<file path="src/rtl/mem_store_buffer.sv">
// In-order store buffer between M0 and the 128-word data memory write port.
// Drains the oldest entry under valid/ready and forwards the youngest matching store to loads.
module mem_store_buffer #(
  parameter int unsigned DEPTH  = 4,
  parameter int unsigned ADDR_W = 7
) (
  input  logic                      clk_i,
  input  logic                      rst_i,
  input  logic                      st_valid_i,
  input  logic [31:0]               st_addr_i,
  input  logic [31:0]               st_data_i,
  output logic                      st_ready_o,
  input  logic [31:0]               ld_addr_i,
  output logic                      fwd_hit_o,
  output logic [31:0]               fwd_data_o,
  output logic                      mem_wr_en_o,
  output logic [ADDR_W-1:0]         mem_wr_addr_o,
  output logic [31:0]               mem_wr_data_o,
  input  logic                      mem_wr_ready_i,
  output logic [$clog2(DEPTH):0]    count_o,
  output logic                      empty_o
);

  localparam int unsigned PTR_W = $clog2(DEPTH);
  localparam int unsigned CNT_W = PTR_W + 1;

  logic [DEPTH-1:0]  valid_q, valid_d;
  logic [ADDR_W-1:0] addr_q [DEPTH];
  logic [ADDR_W-1:0] addr_d [DEPTH];
  logic [31:0]       data_q [DEPTH];
  logic [31:0]       data_d [DEPTH];
  logic [PTR_W-1:0]  head_q, head_d;
  logic [PTR_W-1:0]  tail_q, tail_d;
  logic [CNT_W-1:0]  count_q, count_d;

  logic push;
  logic pop;
  logic unused_addr_bits;

  assign unused_addr_bits = ^{st_addr_i[31:ADDR_W+2], st_addr_i[1:0],
                              ld_addr_i[31:ADDR_W+2], ld_addr_i[1:0]};

  // Drain side is decoded straight from registered state.
  assign empty_o       = (count_q == '0);
  assign st_ready_o    = (count_q != CNT_W'(DEPTH));
  assign mem_wr_en_o   = !empty_o;
  assign mem_wr_addr_o = addr_q[head_q];
  assign mem_wr_data_o = data_q[head_q];
  assign count_o       = count_q;

  assign push = st_valid_i && st_ready_o;
  assign pop  = mem_wr_en_o && mem_wr_ready_i;

  // Next-state for entries, pointers and occupancy.
  always_comb begin
    valid_d = valid_q;
    addr_d  = addr_q;
    data_d  = data_q;
    head_d  = head_q;
    tail_d  = tail_q;
    count_d = count_q;

    if (pop) begin
      valid_d[head_q] = 1'b0;
      head_d          = head_q + PTR_W'(1);
    end
    if (push) begin
      valid_d[tail_q] = 1'b1;
      addr_d[tail_q]  = st_addr_i[ADDR_W+1:2];
      data_d[tail_q]  = st_data_i;
      tail_d          = tail_q + PTR_W'(1);
    end

    case ({push, pop})
      2'b10:   count_d = count_q + CNT_W'(1);
      2'b01:   count_d = count_q - CNT_W'(1);
      default: count_d = count_q;
    endcase
  end

  // Walk oldest to youngest so the last match seen is the youngest.
  always_comb begin
    logic [PTR_W-1:0] idx;
    fwd_hit_o  = 1'b0;
    fwd_data_o = '0;
    idx        = '0;
    for (int unsigned k = 0; k < DEPTH; k++) begin
      idx = head_q + PTR_W'(k);
      if (valid_q[idx] && (addr_q[idx] == ld_addr_i[ADDR_W+1:2])) begin
        fwd_hit_o  = 1'b1;
        fwd_data_o = data_q[idx];
      end
    end
  end

  always_ff @(posedge clk_i or posedge rst_i) begin
    if (rst_i) begin
      valid_q <= '0;
      head_q  <= '0;
      tail_q  <= '0;
      count_q <= '0;
      for (int unsigned i = 0; i < DEPTH; i++) begin
        addr_q[i] <= '0;
        data_q[i] <= '0;
      end
    end else begin
      valid_q <= valid_d;
      head_q  <= head_d;
      tail_q  <= tail_d;
      count_q <= count_d;
      for (int unsigned i = 0; i < DEPTH; i++) begin
        addr_q[i] <= addr_d[i];
        data_q[i] <= data_d[i];
      end
    end
  end

endmodule

</file>
<file path="config.mk">
export PLATFORM = sky130hd
export DESIGN_NAME = mem_store_buffer
export DESIGN_NICKNAME = d
export VERILOG_FILES = /design/src/rtl/mem_store_buffer.sv
export SDC_FILE = /design/constraint.sdc
export NUM_CORES = 1
export LEC_CHECK = 0
export CORE_MARGIN = 1
export CORE_UTILIZATION = 60
export CTS_CLUSTER_DIAMETER = 150
export DETAILED_ROUTE_END_ITERATION = 8
export MAX_ROUTING_LAYER = met4
export PLACE_DENSITY = 0.9
export SYNTH_ARGS = -nofsm -noshare
export SYNTH_HDL_FRONTEND = slang
export SYNTH_SLANG_ARGS = --single-unit
</file>
<file path="constraint.sdc">
create_clock -name clk_i -period 12 [get_ports clk_i]
set_input_delay 1.8 -clock clk_i [delete_from_list [all_inputs] [get_ports clk_i]]
set_output_delay 1.8 -clock clk_i [all_outputs]
set_load 0.01 [all_outputs]
</file>
After elaboration in Yosys (flattened, before gate mapping). Cells that the tools add are included.

Add/sub/neg operators: 6. Magnitude comparators: 13. Equal/unequal tests: 7. Mux-type cells: 53. Bitwise logic cells: 8. Reductions and logical operators: 12.

Operators with widths (number): $mux W32 (13); $bmux W32 S2 (4); $bwmux W128 (1); $demux W32 S2 (1); $mux W7 (9); $bmux W7 S2 (4); $bwmux W28 (1); $eq A7 B7 Y1 (4); $ge A3 B3 Y1 const B (5); $lt A2 B3 Y1 const B (5); $not A2 Y3 (5); $demux W7 S2 (1); $mux W1 (10); $logic_and A1 B1 Y1 (9); $bmux W1 S2 (4); $mux W4 (2); $pmux W3 S2 (1); $add A2 B1 Y2 const B (2); $add A2 B2 Y2 const B (2); $and A4 B4 Y4 (1); $demux W1 S2 (2); $ge A2 B1 Y1 const B (2); $not A4 Y4 (1); $or A4 B4 Y4 (1); 9 further kinds (9).

Register bits after elaboration: 167. Word-level logic and storage cells: 111.

Depth between registers and ports, before layout.
Depth in word-level cells: 10. Depth in mapped cells: 17.

Worst setup path after synthesis. Ideal clock, no wire load.

Path type: register to output. From: register head_q[1]. To: output port fwd_data_o[20]. Arrival: 4136 ps. Setup slack: 6064 ps. Cell stages (with the launch flop): 18. Path through: dfrtp_1 > buf_6 > buf_6 > buf_6 > buf_2 > buf_2 > buf_1 > inv_1 > ha_1 > buf_2 > mux4_2 > xnor2_1 > nand4_1 > buf_2 > nor2_1 > buf_2 > nand2_1 > a311oi_2.

Longest elaborated chain between the ends: 10. Elaborated cells between the ends (all ways): 51. Classes of those cells: add/sub: 3; eq/ne: 4; mux: 36; bitwise: 4; reduce/logical: 4.

Ends and longest elaborated chain: from (decl) (line 32) `logic [PTR_W-1:0] head_q, head_d;`; from (signal assigned) (line 99) `head_q <= '0;`; from (signal assigned) (line 108) `head_q <= head_d;`; $add A2 B1 Y2 / $not A2 Y3 (equally long branches) (line 88, 89, 91); $not A2 Y3 (implied by the code) / $bmux W7 S2 (equally long branches) (line 89, 91); $bmux W7 S2 / $mux W7 (equally long branches) (line 89) `if (valid_q[idx] && (addr_q[idx] == ld_addr_i[ADDR_W+1:2])) begin`; $mux W7 (implied by the code) (line 89); $mux W7 (implied by the code) / $eq A7 B7 Y1 (equally long branches) (line 89); $eq A7 B7 Y1 / $logic_and A1 B1 Y1 (equally long branches) (line 89); $logic_and A1 B1 Y1 / $mux W32 (equally long branches) (line 89); $mux W32 (2 in series) (line 89); $mux W32 * (line 89); to (decl) (line 15) `output logic [31:0] fwd_data_o,`.

Mark *: on every way between the ends. The rest lies on a longest branch, timed or not. The select of a mux whose other input is x is not followed.

Worst setup path after layout.
From: register head_q[0]. To: output port fwd_data_o[0].

Same word-level chain as after synthesis.

==> summary.txt <==
Run status
  • Status: completed

Setup path
  • End of the worst register-to-register path: head_q[1]
  • Worst r2r src: head_q[0]
  • WP data required: 10200 ps
  • CP Max Fanout: 64
  • R2R Setup Slk: 8820 ps
  • Critical path class: reg2out
  • Critical path startpoint: head_q[0]
  • CP arrival: 6680 ps
  • Nature of the critical path startpoint: flip-flop
  • Largest stage delay, worst path: 1150 ps
  • Slowest stage cell, crit path: nor3_2
  • CP Capture Type: output port
  • Worst r2r path cells: 5
  • Worst-path cell chain: buf_4 -> mux4_2 -> xnor2_1 -> nand4_1 -> nor3_2 -> a21oi_4 -> a211oi_1 -> clkdlybuf4s50_1

Yosys
  • Multiplexer area fraction after synthesis: 45.2%
  • Number of synthesized flops with an enable pin: 0
  • Synth Area in Simple Gates: 6.40%
  • Syn Inst Count: 883
  • Most frequent cells after synthesis: dfrtp_1 (167), mux2_2 (160), mux4_2 (150), clkbuf_1 (43), nand2_1 (34)
  • Ys flop type: dfrtp_1
  • Synth Area in Adders: 1.11%
  • Synth Net Count: 993
  • Avg Cell Area, Syn: 13.5 um^2
  • Ys async rst share: 100%
  • Post-synthesis xor/xnor area fraction: 2.42%
  • Compound-cell area share of the yosys netlist: 5.18%
  • Synth warn: 0
  • Largest family of logic cells by synthesized area: multiplexers
  • Seq/Total Area, Yosys: 35.0%
  • Leading area contributor after synthesis: dfrtp_1
  • Unique masters post-synth: 43
  • Post-Syn Area: 11900 um^2
  • Share of the synthesized area in the top cell type: 35.0%
  • Top-count cell post-synth: dfrtp_1
  • FF+latch count, synth: 167
  • Largest cells by area after synthesis: dfrtp_1 (35%), mux4_2 (28%), mux2_2 (15%)

CTS
  • Postcts setup bufs: 0
  • Clk sinks: 167
  • Root buffer cell: clkbuf_16
  • Hold buffer count at CTS: 0
  • CTS tree: done
  • Maximum root-to-sink buffer count: 2
  • Worst-skew pair later-pin latency: 420 ps
  • Clock edge transition at the registers on the reported setup and hold paths: 60 ps
  • H-tree Lvls: 4
  • Total CTS buffers: 17
  • Cts repair resizes: 0

Place
  • Place WS: 4220 ps
  • RD Place Congestion: 0.794
  • Port bufs: 127
  • Placed insts: 1200
  • Post-DP HPWL: 18400 um

GRT
  • Largest net degree at the start of global routing: 95
  • Number of global-route vias before repair: 9220
  • Initial antenna violation count: 1
  • GRT overflow: 0
  • Total track usage: 32.7%
  • First-pass GRT wire length: 49000 um

STA
  • Slew headroom: 22.1%
  • Worst-Margin Slew: 1170 ps
  • Hold Vio Cnt, Final: 0
  • Max-slew violations: 0
  • RSZ-0062 raised after global routing: false
  • Final WS setup: 3520 ps
  • Number of setup violations in the final report: 0
  • Setup tns final: 0 ps
  • Tcrit/Tclk final: 70.7%
  • Final Critical Period: 8480 ps
  • Max Clk Rate: 0.118 GHz
  • Worst Skew: 4.18 ps

Pwr
  • Leak pwr: 5.31 nW
  • Switching Fraction: 39.0%
  • IR drop worst, VDD: 0.000338 V
  • Comb pwr share: 60.8%
  • Sequential Power Share: 26.7%
  • Pwr per Cell Area: 347 nW/um^2
  • Sw power: 1.88 mW
  • Int Pwr: 2.94 mW
  • Clock power share: 12.5%

Route
  • Drt via density: 7.25
  • First drt pass iteration count: 7
  • Average wire per standard cell: 24.8 um
  • Post-route ant nets: 0
  • Via count: 8939
  • Final wirelength: 30500 um
  • Iter 0 DRT Violations: 956
  • Remaining DRCs: 0

Finish
  • Share of cells above drive strength 1: 38.9%
  • Final #Nets: 1064
  • Final cell count without fillers: 1233
  • Filler instances: 1207
  • Synth-to-layout area growth: 16.6%

Floorplan
  • FP Rows: 51
  • Die width: 143 um
  • Core area: 19500 um^2
  • Die height: 143 um
  • Initial Util: 61.3%
  • Die area: 20500 um^2
  • I/O pins: 178

Hold path
  • Hold worst-path end: count_o[2]
  • Worst Hold Depth: 1
  • Min-Delay Path Class: reg2reg
  • Worst Min Path Start: count_o[2]

Job
  • Maxcap violations: 0
cell type report:
type	instances	area [um^2]	share of cell area (%)
antenna	1	2.50	0.0180
clock buffer	19	443	3.18
clock inverter	13	203	1.46
inverter	26	103	0.738
multi-input combinational	598	7240	52.1
sequential	167	4190	30.1
tap	265	332	2.38
timing repair buffer	144	1400	10.1
flip-flops by register name, indices dropped and copies added, names as in the netlist:
name	cells
addr_q	28
count_o	3
data_q	128
head_q	2
tail_q	2
valid_q	4
cells by family (layout without fill, tap and decap cells):
| logic type | count (synthesis) | count (layout) |
|---|---|---|
| mux | 331 | 331 |
| flops | 167 | 167 |
| simple gates | 143 | 143 |
| buf+inv | 118 | 202 |
| compound gates | 81 | 81 |
| xor+xnor | 33 | 33 |
| fa+ha+maj | 10 | 10 |
| other cells | 0 | 1 |
worst max path at each step:
stage,slack (ps),end
2_1_floorplan,5680,addr_q[0]
4_1_cts,3740,fwd_data_o[0]
6_report,3520,fwd_data_o[0]
3_5_place_dp,4220,fwd_data_o[0]
3_3_place_gp,4310,fwd_data_o[17]
5_1_grt,3280,fwd_data_o[0]
cells in the final DEF, fill, tap and decap left out, drive strengths merged, types with 2 or more instances in the layout:
cell / synthesis / final
o221ai: 2 / 2
nand3: 17 / 17
buf: 49 / 17
nor3b: 18 / 18
and2: 2 / 2
a41o: 12 / 12
nand4: 3 / 3
a21oi: 5 / 5
or3: 3 / 3
inv: 26 / 26
dfrtp: 167 / 167
xor2: 6 / 6
nand2: 34 / 34
bufinv: 0 / 5
nor3: 6 / 6
clkinvlp: 0 / 2
o21ai: 4 / 4
mux2: 161 / 161
clkinv: 0 / 6
mux4: 150 / 150
a21boi: 2 / 2
clkbuf: 43 / 19
o211ai: 2 / 2
a211oi: 17 / 17
xnor2: 27 / 27
clkdlybuf4s50: 0 / 127
nor4: 33 / 33
nor2: 25 / 25
a311oi: 3 / 3
ha: 9 / 9
a31oi: 27 / 27
mux2i: 20 / 20
a41oi: 2 / 2
critical path: cells and delay by family (launching register included):
kind                   cells  cell delay (ps)
AND/OR/NAND/NOR            2             2010
buffers and inverters      2             1510
multiplexers               1              610
XOR/XNOR                   1              240
AO/OA/AOI/OAI              2              840
flip-flops                 1             1000
layer usage:
metal  share of wire, %  vias up  GRT usage, %
li1                   -     3662             -
met2                 51      566          52.0
met3                9.4      100          6.04
met4                3.2        0          14.9
met1                 37     4611          41.0
met5                  0        -             -
per-stage QoR:
step           instance area [um^2]  hold WS [ps]  total power, mW  utilization (%)
5_1_grt                       13900           551             5.07             71.5
6_report                      13900           525             4.82             71.5
3_3_place_gp                  13300           511             4.05             68.1
3_5_place_dp                  13300           517             4.16             68.1
4_1_cts                       13900           533             4.80             71.4
2_1_floorplan                 11900           487             3.36                -
power groups by stage:
stage               clock, mW  sequential, mW  combinational, mW
global placement            0            1.23               2.81
floorplan                   0            1.08               2.27
detailed placement          0            1.28               2.89
CTS                     0.606            1.27               2.92
global route            0.629            1.34               3.10
finish                  0.601            1.29               2.93
Power figures use the tool's default switching activity.
==> edit, RTL diff (same settings) <==
Reset style: synchronous (`rst_i`), changed in one clocked block.
--- a/src/rtl/mem_store_buffer.sv
+++ b/src/rtl/mem_store_buffer.sv
@@ -95,3 +95,3 @@
 
-  always_ff @(posedge clk_i or posedge rst_i) begin
+  always_ff @(posedge clk_i) begin
     if (rst_i) begin
Function: differs if rst_i is asserted again (counterexample within 4 cycles, from zero or initial values and one cycle with rst_i high); with rst_i held inactive, the same outputs for 4 cycles.
==> edit against the original RTL <==
Sequential cell count unchanged. Fmax up 9.2%. Via count up 21%. Largest cell class unchanged. Clock skew up 3.2 ps. Wire length up 2.2%. Global-route usage up 2.6 points. Highest routed layer unchanged. Cell area down 9.4%. Synthesized area down 9.5%. Worst setup slack better by 720 ps. Sequential share of layout area down 3.5 points.
Power is not compared: it rests on default switching activity, and its combinational part moved more than twofold at a synthesized area within 25%.
==> edit: results (changes against the original RTL) <==
stage	metric	value	unit	change
drt	DRT Wirelength	31.20	mm	was 30.53 mm
setup_path	Worst path max stage delay	680	ps	was 1150 ps
place	number of placed cells counting well taps	1671		was 1200
setup_path	Crit path max-delay family	buffers and inverters		was simple AND/OR/NAND/NOR gates
drt	DRT met1 WL	12.11	mm	was 11.25 mm
drt	Initial DRT Pass Iterations	6		was 7
synth	Post-synth top flop	dfxtp_1		was dfrtp_1
synth	Netlist cell types	52		was 43
synth	ranking of synthesized cells by area	dfxtp_1, nand2_1, a21oi_1, mux2i_1, mux2_2		was dfrtp_1, mux4_2, mux2_2, xnor2_1, nor4_1
setup_path	arrival time at the worst endpoint	5960	ps	was 6680 ps
global_routing	grt met2 use	57.95	%	was 51.99%
drt	DR vias	10860		was 8939
clock_network	CTS max path bufs	2		unchanged
synth	Ys Warns	0		unchanged
clock_network	Worst-path clk slew	60	ps	about the same
timing	Slew headroom	20.93	%	was 22.09%
global_routing	met3 usage	4.661	%	was 6.036%
drt	DR top layer	met4		unchanged
outcome	status	finished clean		unchanged
finish	Area Growth Syn to Fin	16.64	%	was 16.57%
synth	sequential-to-total area share from yosys stat	30.95	%	was 35.03%
finish	Nets	1575		was 1064
drt	vias per std cell	6.374		was 7.250
place	Post-DP Area	0.01194	sq mm	was 0.01326 sq mm
synth	syn nets	1545		was 993
global_routing	initial antenna violation count	0		was 1
finish	share of post-route cells with drive strength above 1	11.43	%	was 38.88%
global_routing	met1 Usage GRT	42.04	%	was 41.05%
clock_network	clk_lat worst skew	440	ps	was 420 ps
drt	1st-iter DRT viols	1412		was 956
pwr	clock power share	27.4	%	
finish	# diodes	0		was 1
place	port buffer count	127		unchanged
clock_network	Root Driver	clkbuf_16		unchanged
global_routing	global-route wire length before repair	50.37	mm	was 48.96 mm
finish	fill cell total of the finished layout	1304		was 1207
drt	met2 WL	15.11	mm	was 15.42 mm
clock_network	CTS Buf Count	17		unchanged
timing	Layout Skew	7.343	ps	was 4.185 ps
global_routing	GRT Overall Usage	35.31	%	was 32.68%
drt	met3 WL post-DR	2.904	mm	was 2.868 mm
place	gpl congestion	0.9294		was 0.7939
pwr	combinational share of power	42.8	%	
synth	ys async rst share	0	%	was 100.0%
setup_path	Max Fanout on Critical Path	67		was 64
pwr	leak pwr	0.004336	uW	
clock_network	htree depth	4		unchanged
clock_network	post-CTS sizing	0		unchanged
setup_path	Critical-path top delay cell	buf_4		was nor3_2
finish	Top Registers	data_q: 128 flops, addr_q: 28 flops, valid_q: 4 flops		unchanged
synth	Mapped Cells	1435		was 883
global_routing	number of global-route vias before repair	10360		was 9220
pwr	Internal Pwr Total	1374	uW	
pwr	Peak VDD IR	0.2451	mV	
place	Setup WS pre-CTS	4349	ps	was 4216 ps
global_routing	largest net degree at the start of global routing	130		was 95
clock_network	post-CTS setup buffer count	0		unchanged
place	HPWL after detailed placement	17.93	mm	was 18.37 mm
synth	most frequent cells after synthesis	nand2_1, a21oi_1, dfxtp_1		was dfrtp_1, mux2_2, mux4_2
edit: path summary, 6_finish.rpt:
path | start | endpoint | slack [ps] | depth (start not counted)
worst max register to register | head_q[0]$_SDFFE_PP0N_ | head_q[1]$_SDFFE_PP0N_ | 9290 | 5
worst max-delay path | ld_addr_i[6] | fwd_data_o[31] | 4240 | 10
worst min register to register | data_q[71]$_SDFFE_PP0P_ | data_q[71]$_SDFFE_PP0P_ | 470 | 2
worst min-delay path | data_q[71]$_SDFFE_PP0P_ | data_q[71]$_SDFFE_PP0P_ | 470 | 2
edit: logic make-up after synthesis:
kind of cell | share of synthesized area [%]
compound gates | 22.47
xor+xnor | 3.082
fa+ha+maj | 1.228
buf+inv | 5.827
flops | 30.95
mux | 17.48
simple gates | 18.95
edit: final cells by class:
class | instances | area share [%]
clock buffer | 21 | 3.655
tap | 225 | 2.235
timing repair buffer | 145 | 11.14
multi-input combinational | 1122 | 54.47
inverter | 12 | 0.3576
clock inverter | 11 | 1.559
sequential | 167 | 26.58
